===== config.mk =====
export PLATFORM = sky130hd
export DESIGN_NAME = freq_meter_flat
export DESIGN_NICKNAME = d
export VERILOG_FILES = /design/src/rtl/freq_meter_if.sv /design/src/rtl/freq_meter.sv /design/src/flat_wrapper.sv
export SDC_FILE = /design/constraint.sdc
export NUM_CORES = 1
export LEC_CHECK = 0
export BUFFER_PORTS_ARGS = -buffer_cell sky130_fd_sc_hd__buf_4
export CAP_MARGIN = 0
export CORE_MARGIN = 2
export CORE_UTILIZATION = 60
export DETAILED_ROUTE_END_ITERATION = 8
export HOLD_SLACK_MARGIN = 0.1
export PLACE_DENSITY = 0.83
export SETUP_SLACK_MARGIN = 0.2
export SLEW_MARGIN = 30
export SYNTH_ARGS = -nofsm -noshare
export SYNTH_HDL_FRONTEND = slang
export SYNTH_SLANG_ARGS = --single-unit

===== constraint.sdc =====
create_clock -name clk -period 4.5 [get_ports clk]
set_clock_uncertainty 0.15 [all_clocks]
set_input_delay 0.45 -clock clk [delete_from_list [all_inputs] [get_ports clk]]
set_output_delay 0.45 -clock clk [all_outputs]
set_load 0.05 [all_outputs]

===== src/rtl/freq_meter_if.sv =====
// Frequency meter bus: measurement controls in, BCD result out.
// Master drives en/sig_in; slave (the meter) drives bcd/valid/ovf.
interface freq_meter_if;
  logic        en;
  logic        sig_in;
  logic [15:0] bcd;
  logic        valid;
  logic        ovf;

  modport master (
    output en,
    output sig_in,
    input  bcd,
    input  valid,
    input  ovf
  );

  modport slave (
    input  en,
    input  sig_in,
    output bcd,
    output valid,
    output ovf
  );
endinterface


===== src/rtl/freq_meter.sv =====
// Gated edge counter with 4-digit BCD result per gate window.
// Define FREQ_METER_SAT_EN to saturate at 9999 and flag overflow.
module freq_meter #(
  parameter int GATE_CYCLES = 100000,
  parameter int GATE_W      = 17
) (
  input  logic          clk,
  input  logic          rst,
  freq_meter_if.slave   bus
);

  localparam logic [GATE_W-1:0] LAST =
    GATE_W'(GATE_CYCLES - 1);

  logic              sync1;
  logic              sync2;
  logic              hist;
  logic              edge_ev;
  logic              term;
  logic [GATE_W-1:0] gate;
  logic [15:0]       acc;
  logic [15:0]       acc_inc;
  logic [15:0]       acc_next;
  logic [15:0]       bcd_q;
  logic              valid_q;

  function automatic logic [15:0] bcd_inc(
    input logic [15:0] v
  );
    logic [15:0] r;
    logic        c;
    r = v;
    c = 1'b1;
    for (int i = 0; i < 4; i++) begin
      if (c) begin
        if (r[4*i +: 4] == 4'd9) begin
          r[4*i +: 4] = 4'd0;
        end else begin
          r[4*i +: 4] = r[4*i +: 4] + 4'd1;
          c = 1'b0;
        end
      end
    end
    return r;
  endfunction

  assign edge_ev = sync2 & ~hist;
  assign term    = bus.en && (gate == LAST);
  assign acc_inc = edge_ev ? bcd_inc(acc) : acc;

`ifdef FREQ_METER_SAT_EN
  logic sat_hit;
  logic ovf_win;
  logic ovf_q;

  assign sat_hit  = edge_ev && (acc == 16'h9999);
  assign acc_next = sat_hit ? acc : acc_inc;
  assign bus.ovf  = ovf_q;

  // Sticky per-window overflow, handed to ovf with the bcd load.
  always_ff @(posedge clk) begin
    if (rst) begin
      ovf_win <= 1'b0;
      ovf_q   <= 1'b0;
    end else begin
      if (!bus.en || term) begin
        ovf_win <= 1'b0;
      end else if (sat_hit) begin
        ovf_win <= 1'b1;
      end
      if (term) begin
        ovf_q <= ovf_win | sat_hit;
      end
    end
  end
`else
  assign acc_next = acc_inc;
  assign bus.ovf  = 1'b0;
`endif

  assign bus.bcd   = bcd_q;
  assign bus.valid = valid_q;

  // Two-flop synchronizer plus history flop for edge detect.
  always_ff @(posedge clk) begin
    if (rst) begin
      sync1 <= 1'b0;
      sync2 <= 1'b0;
      hist  <= 1'b0;
    end else begin
      sync1 <= bus.sig_in;
      sync2 <= sync1;
      hist  <= sync2;
    end
  end

  // Gate counter: held at 0 while disabled, wraps after LAST.
  always_ff @(posedge clk) begin
    if (rst || !bus.en) begin
      gate <= '0;
    end else if (term) begin
      gate <= '0;
    end else begin
      gate <= gate + GATE_W'(1);
    end
  end

  // Edge accumulator; clears on the terminal cycle.
  always_ff @(posedge clk) begin
    if (rst || !bus.en || term) begin
      acc <= '0;
    end else begin
      acc <= acc_next;
    end
  end

  // Result register; terminal-cycle edge is included via acc_next.
  always_ff @(posedge clk) begin
    if (rst) begin
      bcd_q   <= 16'h0000;
      valid_q <= 1'b0;
    end else begin
      valid_q <= term;
      if (term) begin
        bcd_q <= acc_next;
      end
    end
  end

endmodule


===== src/flat_wrapper.sv =====
// flat-port wrapper written by rule: the top's interface ports become plain ports
module freq_meter_flat 
#(
  parameter int GATE_CYCLES = 100000,
  parameter int GATE_W      = 17
)
  (clk, rst, bus_en, bus_sig_in, bus_bcd, bus_valid, bus_ovf);
  freq_meter_if bus_i ();
  input  logic clk;
  input  logic rst;
  input wire logic [$bits(bus_i.en)-1:0] bus_en;
  input wire logic [$bits(bus_i.sig_in)-1:0] bus_sig_in;
  output wire logic [$bits(bus_i.bcd)-1:0] bus_bcd;
  output wire logic [$bits(bus_i.valid)-1:0] bus_valid;
  output wire logic [$bits(bus_i.ovf)-1:0] bus_ovf;
  assign bus_i.en = bus_en;
  assign bus_i.sig_in = bus_sig_in;
  assign bus_bcd = bus_i.bcd;
  assign bus_valid = bus_i.valid;
  assign bus_ovf = bus_i.ovf;
  freq_meter #(.GATE_CYCLES(GATE_CYCLES), .GATE_W(GATE_W)) u_core (.clk(clk), .rst(rst), .bus(bus_i));
endmodule

======== Word level (Yosys, flattened, before mapping) ========
Index checks and enable logic that the tools add are counted.
word-level totals
  bits in registers ....................... 53
  bits in latches ......................... 0
  bits in writable memories ............... 0
  bits in read-only memories .............. 0
  bits of input ports ..................... 4
  output and inout bits ................... 18
  word-level logic and storage cells ...... 37
  memories kept ........................... 0
cells by class
  add/subtract/negate cells ............... 5
  $mul .................................... 0
  divide/modulo/power cells ............... 0
  $lt $le $gt $ge ......................... 0
  eq/ne operators ......................... 5
  shifts and indexed selects .............. 0
  muxes and demuxes ....................... 13
  bitwise operators ....................... 2
  reductions and logical operators ........ 5
operator list
  operator                 number
  $mux W4                  7
  $add A17 B1 Y17 const B  1
  $eq A17 B17 Y1 const B   1
  $add A4 B1 Y4 const B    4
  $eq A4 B4 Y1 const B     4
  $mux W16                 1
  $mux W1                  5
  $logic_or A1 B1 Y1       2
  $reduce_or A2 Y1         1
  $and A1 B1 Y1            1
  $logic_and A1 B1 Y1      1
  $logic_not A1 Y1         1
  $not A1 Y1               1

======== Depth between registers and ports, before layout ========
  word-level depth ........................ 6
  gate-level depth with buffers ........... 7
  mapped depth without buffers ............ 5

======== Least setup slack after synthesis ========
OpenSTA, ideal clock, no wires.
  path kind ............................... register to register
  from .................................... reg u_core.gate[0]
  to ...................................... reg u_core.acc[6]
  arrival time ............................ 1.556 ns
  required time ........................... 4.235 ns
  setup slack ............................. 2.679 ns
  stages on the path, launching flop included .. 8
  buffers on the path ..................... 2
  period minus slack after synthesis ...... 1.821 ns
  cell sequence ........................... dfxtp_1 ha_1 and4_1 buf_4 nand2_2 o211ai_4 buf_6 o21ba_2
on the way
  word-level cells in the longest chain between the ends .. 3
RTL lines
  item                    RTL line           RTL
  start, declared         freq_meter.sv:20   logic [GATE_W-1:0] gate;
  start signal, assigned  freq_meter.sv:104  gate <= gate + GATE_W'(1);
  $eq A17 B17 Y1          freq_meter.sv:48   assign term = bus.en && (gate == LAST);
  $logic_and A1 B1 Y1     freq_meter.sv:48
  $logic_or A1 B1 Y1      freq_meter.sv:110  if (rst || !bus.en || term) begin
  end signal, assigned    freq_meter.sv:113  acc <= acc_next;
  end, declared           freq_meter.sv:21   logic [15:0] acc;
No other way between the ends.
A chain may end at the register's enable or synchronous reset.

======== Final worst setup path ========
  from .................................... reg u_core.gate[9]
  to ...................................... reg u_core.acc[6]
The elaborated chain is that of the path after synthesis.

==> summary.txt <==
Placement
  – IO buf count: 20
  – GPL Wtd Cong: a little under 0.8
  – Post-Place Setup Slack: 2.095 ns
  – Placed Area: about 2600 sq um
  – Placed insts: 318
  – Final HPWL DP: between 3000 and 4000 um

Timing
  – F_max: a little over 400 MHz
  – Setup ws final: 2.058 ns
  – Count of final max-slew check failures: 0
  – Minimum clock period: about 2.4 ns
  – RSZ-0062 raised after global routing: false
  – Final hold slack: approximately 0.19 ns
  – # setup viols final: 0
  – Relative slew margins: 0.4074
  – Final hold vios: 0
  – Period utilization: 0.5426
  – Final setup TNS: 0 ns
  – Worst-Margin Slew: slightly below 0.9 ns

Power and ir drop
  – Pwr Total: between 800 and 900 uW
  – PwrDens: approximately 300 nW/um^2
  – P_leak: 0.8710 nW
  – Max IR drop VDD: between 150 and 200 uV

Synthesis
  – Yosys Warn Count: 0
  – Post-Synthesis Cells: roughly 260
  – EDFF count, synth: 0
  – Multiplexer share of the synthesized area: 0.008180
  – Top_reg_cell synth: dfxtp_1
  – Synthesized area: around 2400 sq um
  – Ys async rst share: 0
  – Synth Area in XOR/XNOR: 0.06442
  – Post-Syn Nets: between 200 and 300
  – Post-Synth Adder-Cell Area: 0.005112
  – Sequential area share after synthesis: 0.4335
  – Syn Area/Cell: approximately 9.4 sq um
  – Synth unique cells: 58
  – Post-synthesis compound-gate area fraction: 0.1748
  – Main combinational cell family by area after synthesis: simple AND/OR/NAND/NOR gates
  – Synth Area in Simple Gates: 0.2715
  – FF+latch count, synth: 53

Global routing
  – Met1 Use GR: 0.3244
  – GRT Residual Overflow: 0
  – Number of global-route vias before repair: approximately 1800
  – Largest net degree at the start of global routing: 34
  – Met3 Usage GRT: 0.04112
  – Busiest layer in global routing: met2
  – Met2 Track Usage GR: 0.3713
  – Initial antenna violation count: 0
  – Total track usage: 0.2398
  – First-pass GRT wire length: slightly above 8000 um

CTS
  – Num CTS Buffers: 5
  – CTS tree: built
  – Clk sinks: between 50 and 60
  – Worst skew pair latency: roughly 0.31 ns
  – CTS resizes: 0
  – # hold bufs at CTS: 0
  – Postcts setup bufs: 0
  – CTS Root Cell: clkbuf_8
  – Longest Clk Path Bufs: 2
  – Reg clk slew, reported paths: 0.10 ns
  – H-tree Lvls: 2

Worst setup path
  – Worst r2r path cells: 4
  – Required @ worst endpoint: about 4.6 ns
  – Crit Path Class: reg2reg
  – Worst reg2reg startpoint: u_core.gate[9]$_SDFF_PP0_
  – Type of origin of the critical path: register
  – Slowest cell on crit path: o211ai_4
  – R2R Path End: u_core.acc[6]$_SDFF_PP0_
  – Critical path, cell by cell: and4bb_2 > nand3_2 > o211ai_4 > o21ba_2
  – Reg2reg setup slack: roughly 2.1 ns
  – CP peak stage delay: 0.77 ns
  – Critical-path maximum fanout: 33
  – Critical Path End Type: register
  – Critical Path AT: 2.51 ns

Finish
  – Final Core Density: 0.6796
  – ANT cells: 0
  – Layout area overhead: 10.28%
  – Share of cells above drive strength 1: 0.1594
  – Layout Nets: between 200 and 300
  – Post-Layout Cell Count: roughly 330
  – Final Instance Area: 2699 sq um

Drt
  – Drt total wl: 4990 um
  – Vias per cell: between 5 and 6
  – Starting DRT DRC Count: between 150 and 200
  – # DRC: 0
  – Vias after detailed routing: 1942
  – Drt wl/cell: ~15 um
  – 1st-pass router iterations: 4
  – Detail Route Antenna Nets: 0

Die
  – Die width: approximately 68 um
  – IO Pins: 22
  – Die Area: between 4000 and 5000 sq um
  – Starting Density: 0.6163
  – CORE AREA: just under 4000 sq um
  – Row Count: 23
  – Die H: between 60 and 70 um

Min path
  – HP Class: in2reg
  – Hold worst-path end: u_core.sync1$_SDFF_PP0_
  – HP Start: bus_sig_in
  – Hold Path Cell Cnt: 2

Run
  – Max-Cap Viols: 0

Run status
  – Outcome: finished clean
## worst max-delay path by stage
stage                                         start                       end  slack (ns)  depth (start not counted)
final                     u_core.gate[9]$_SDFF_PP0_  u_core.acc[6]$_SDFF_PP0_        2.06                          4
after CTS                 u_core.gate[0]$_SDFF_PP0_  u_core.acc[6]$_SDFF_PP0_        2.08                          5
after detailed placement  u_core.gate[0]$_SDFF_PP0_  u_core.acc[6]$_SDFF_PP0_        2.10                          5
after floorplan           u_core.gate[0]$_SDFF_PP0_  u_core.acc[6]$_SDFF_PP0_        2.68                          7
after global placement    u_core.gate[0]$_SDFF_PP0_  u_core.acc[4]$_SDFF_PP0_        2.13                          5
after global routing      u_core.gate[9]$_SDFF_PP0_  u_core.acc[4]$_SDFF_PP0_        1.88                          4
## synth_stat cells (5+ instances only)
master | instances | area share
a211oi_1 | 6 | 0.018
a21oi_1 | 19 | 0.039
buf_2 | 5 | 0.010
dfxtp_1 | 53 | 0.43
inv_1 | 6 | 0.0092
nand2_1 | 6 | 0.0092
nand3_1 | 8 | 0.016
nand4_1 | 7 | 0.018
nor2_1 | 31 | 0.048
nor2b_1 | 8 | 0.020
nor3_1 | 6 | 0.012
o211ai_1 | 6 | 0.018
o21ai_0 | 10 | 0.020
xnor2_1 | 11 | 0.039
xor2_1 | 7 | 0.025
## power breakdown
group | switching (mW) | internal, mW | leakage (nW)
logic | 0.0121 | 0.00541 | 0.385
clock network | 0.157 | 0.182 | 0.0585
registers | 0.00244 | 0.471 | 0.428
total | 0.172 | 0.658 | 0.871
## cell type report
class / instances / area, sq um
Tap cell: 50 / 62.56
Multi-Input combinational cell: 189 / 1286
Clock buffer: 7 / 86.33
Fill cell: 321 / 1272
Sequential cell: 53 / 1061
Clock inverter: 1 / 30.03
Timing Repair Buffer: 20 / 150.1
Inverter: 6 / 22.52
## routing by layer
metal / up-vias / share of wire
li1: 976 / -
met1: 919 / 0.48
met2: 36 / 0.45
met3: 11 / 0.044
met4: 0 / 0.023
met5: - / 0
## state kept, by name (all words and copies together) (netlist names)
| signal | count |
|---|---|
| u_core.hist | 1 |
| u_core.bus.bcd | 16 |
| u_core.gate | 17 |
| u_core.sync2 | 1 |
| u_core.sync1 | 1 |
| u_core.acc | 16 |
| u_core.bus.valid | 1 |
## critical path, delay by kind of cell (launching register included)
family	cells	cell delay (ns)
DFF	1	0.43
AOI/OAI and AO/OA	2	1.03
and+or+nand+nor	2	0.73
## cells by family (layout without fill, tap and decap cells)
group / count (synthesis) / after routing
xor gates and xnor gates: 18 / 18
other: 1 / 1
and+or+nand+nor: 105 / 105
AOI/OAI and AO/OA: 62 / 62
muxes: 2 / 2
buffers and inverters: 19 / 34
adders and majority gates: 1 / 1
DFF: 53 / 53
## cells in the final DEF (no fill, tap or decap), types with 2 or more instances in the layout
master,count
a211oi_1,6
a21boi_0,3
a21oi_1,19
and2_1,2
and4_1,4
and4bb_2,4
buf_4,20
clkbuf_8,6
dfxtp_1,53
inv_1,6
mux2i_1,2
nand2_1,6
nand2b_1,4
nand3_1,8
nand3b_1,4
nand4_1,7
nor2_1,31
nor2b_1,8
nor3_1,6
nor3b_1,3
nor4_1,2
nor4b_1,2
o211ai_1,6
o21ai_0,10
o21ba_2,3
o31ai_1,2
or3_1,2
xnor2_1,11
xor2_1,7
(Power assumes the default switching activity.)
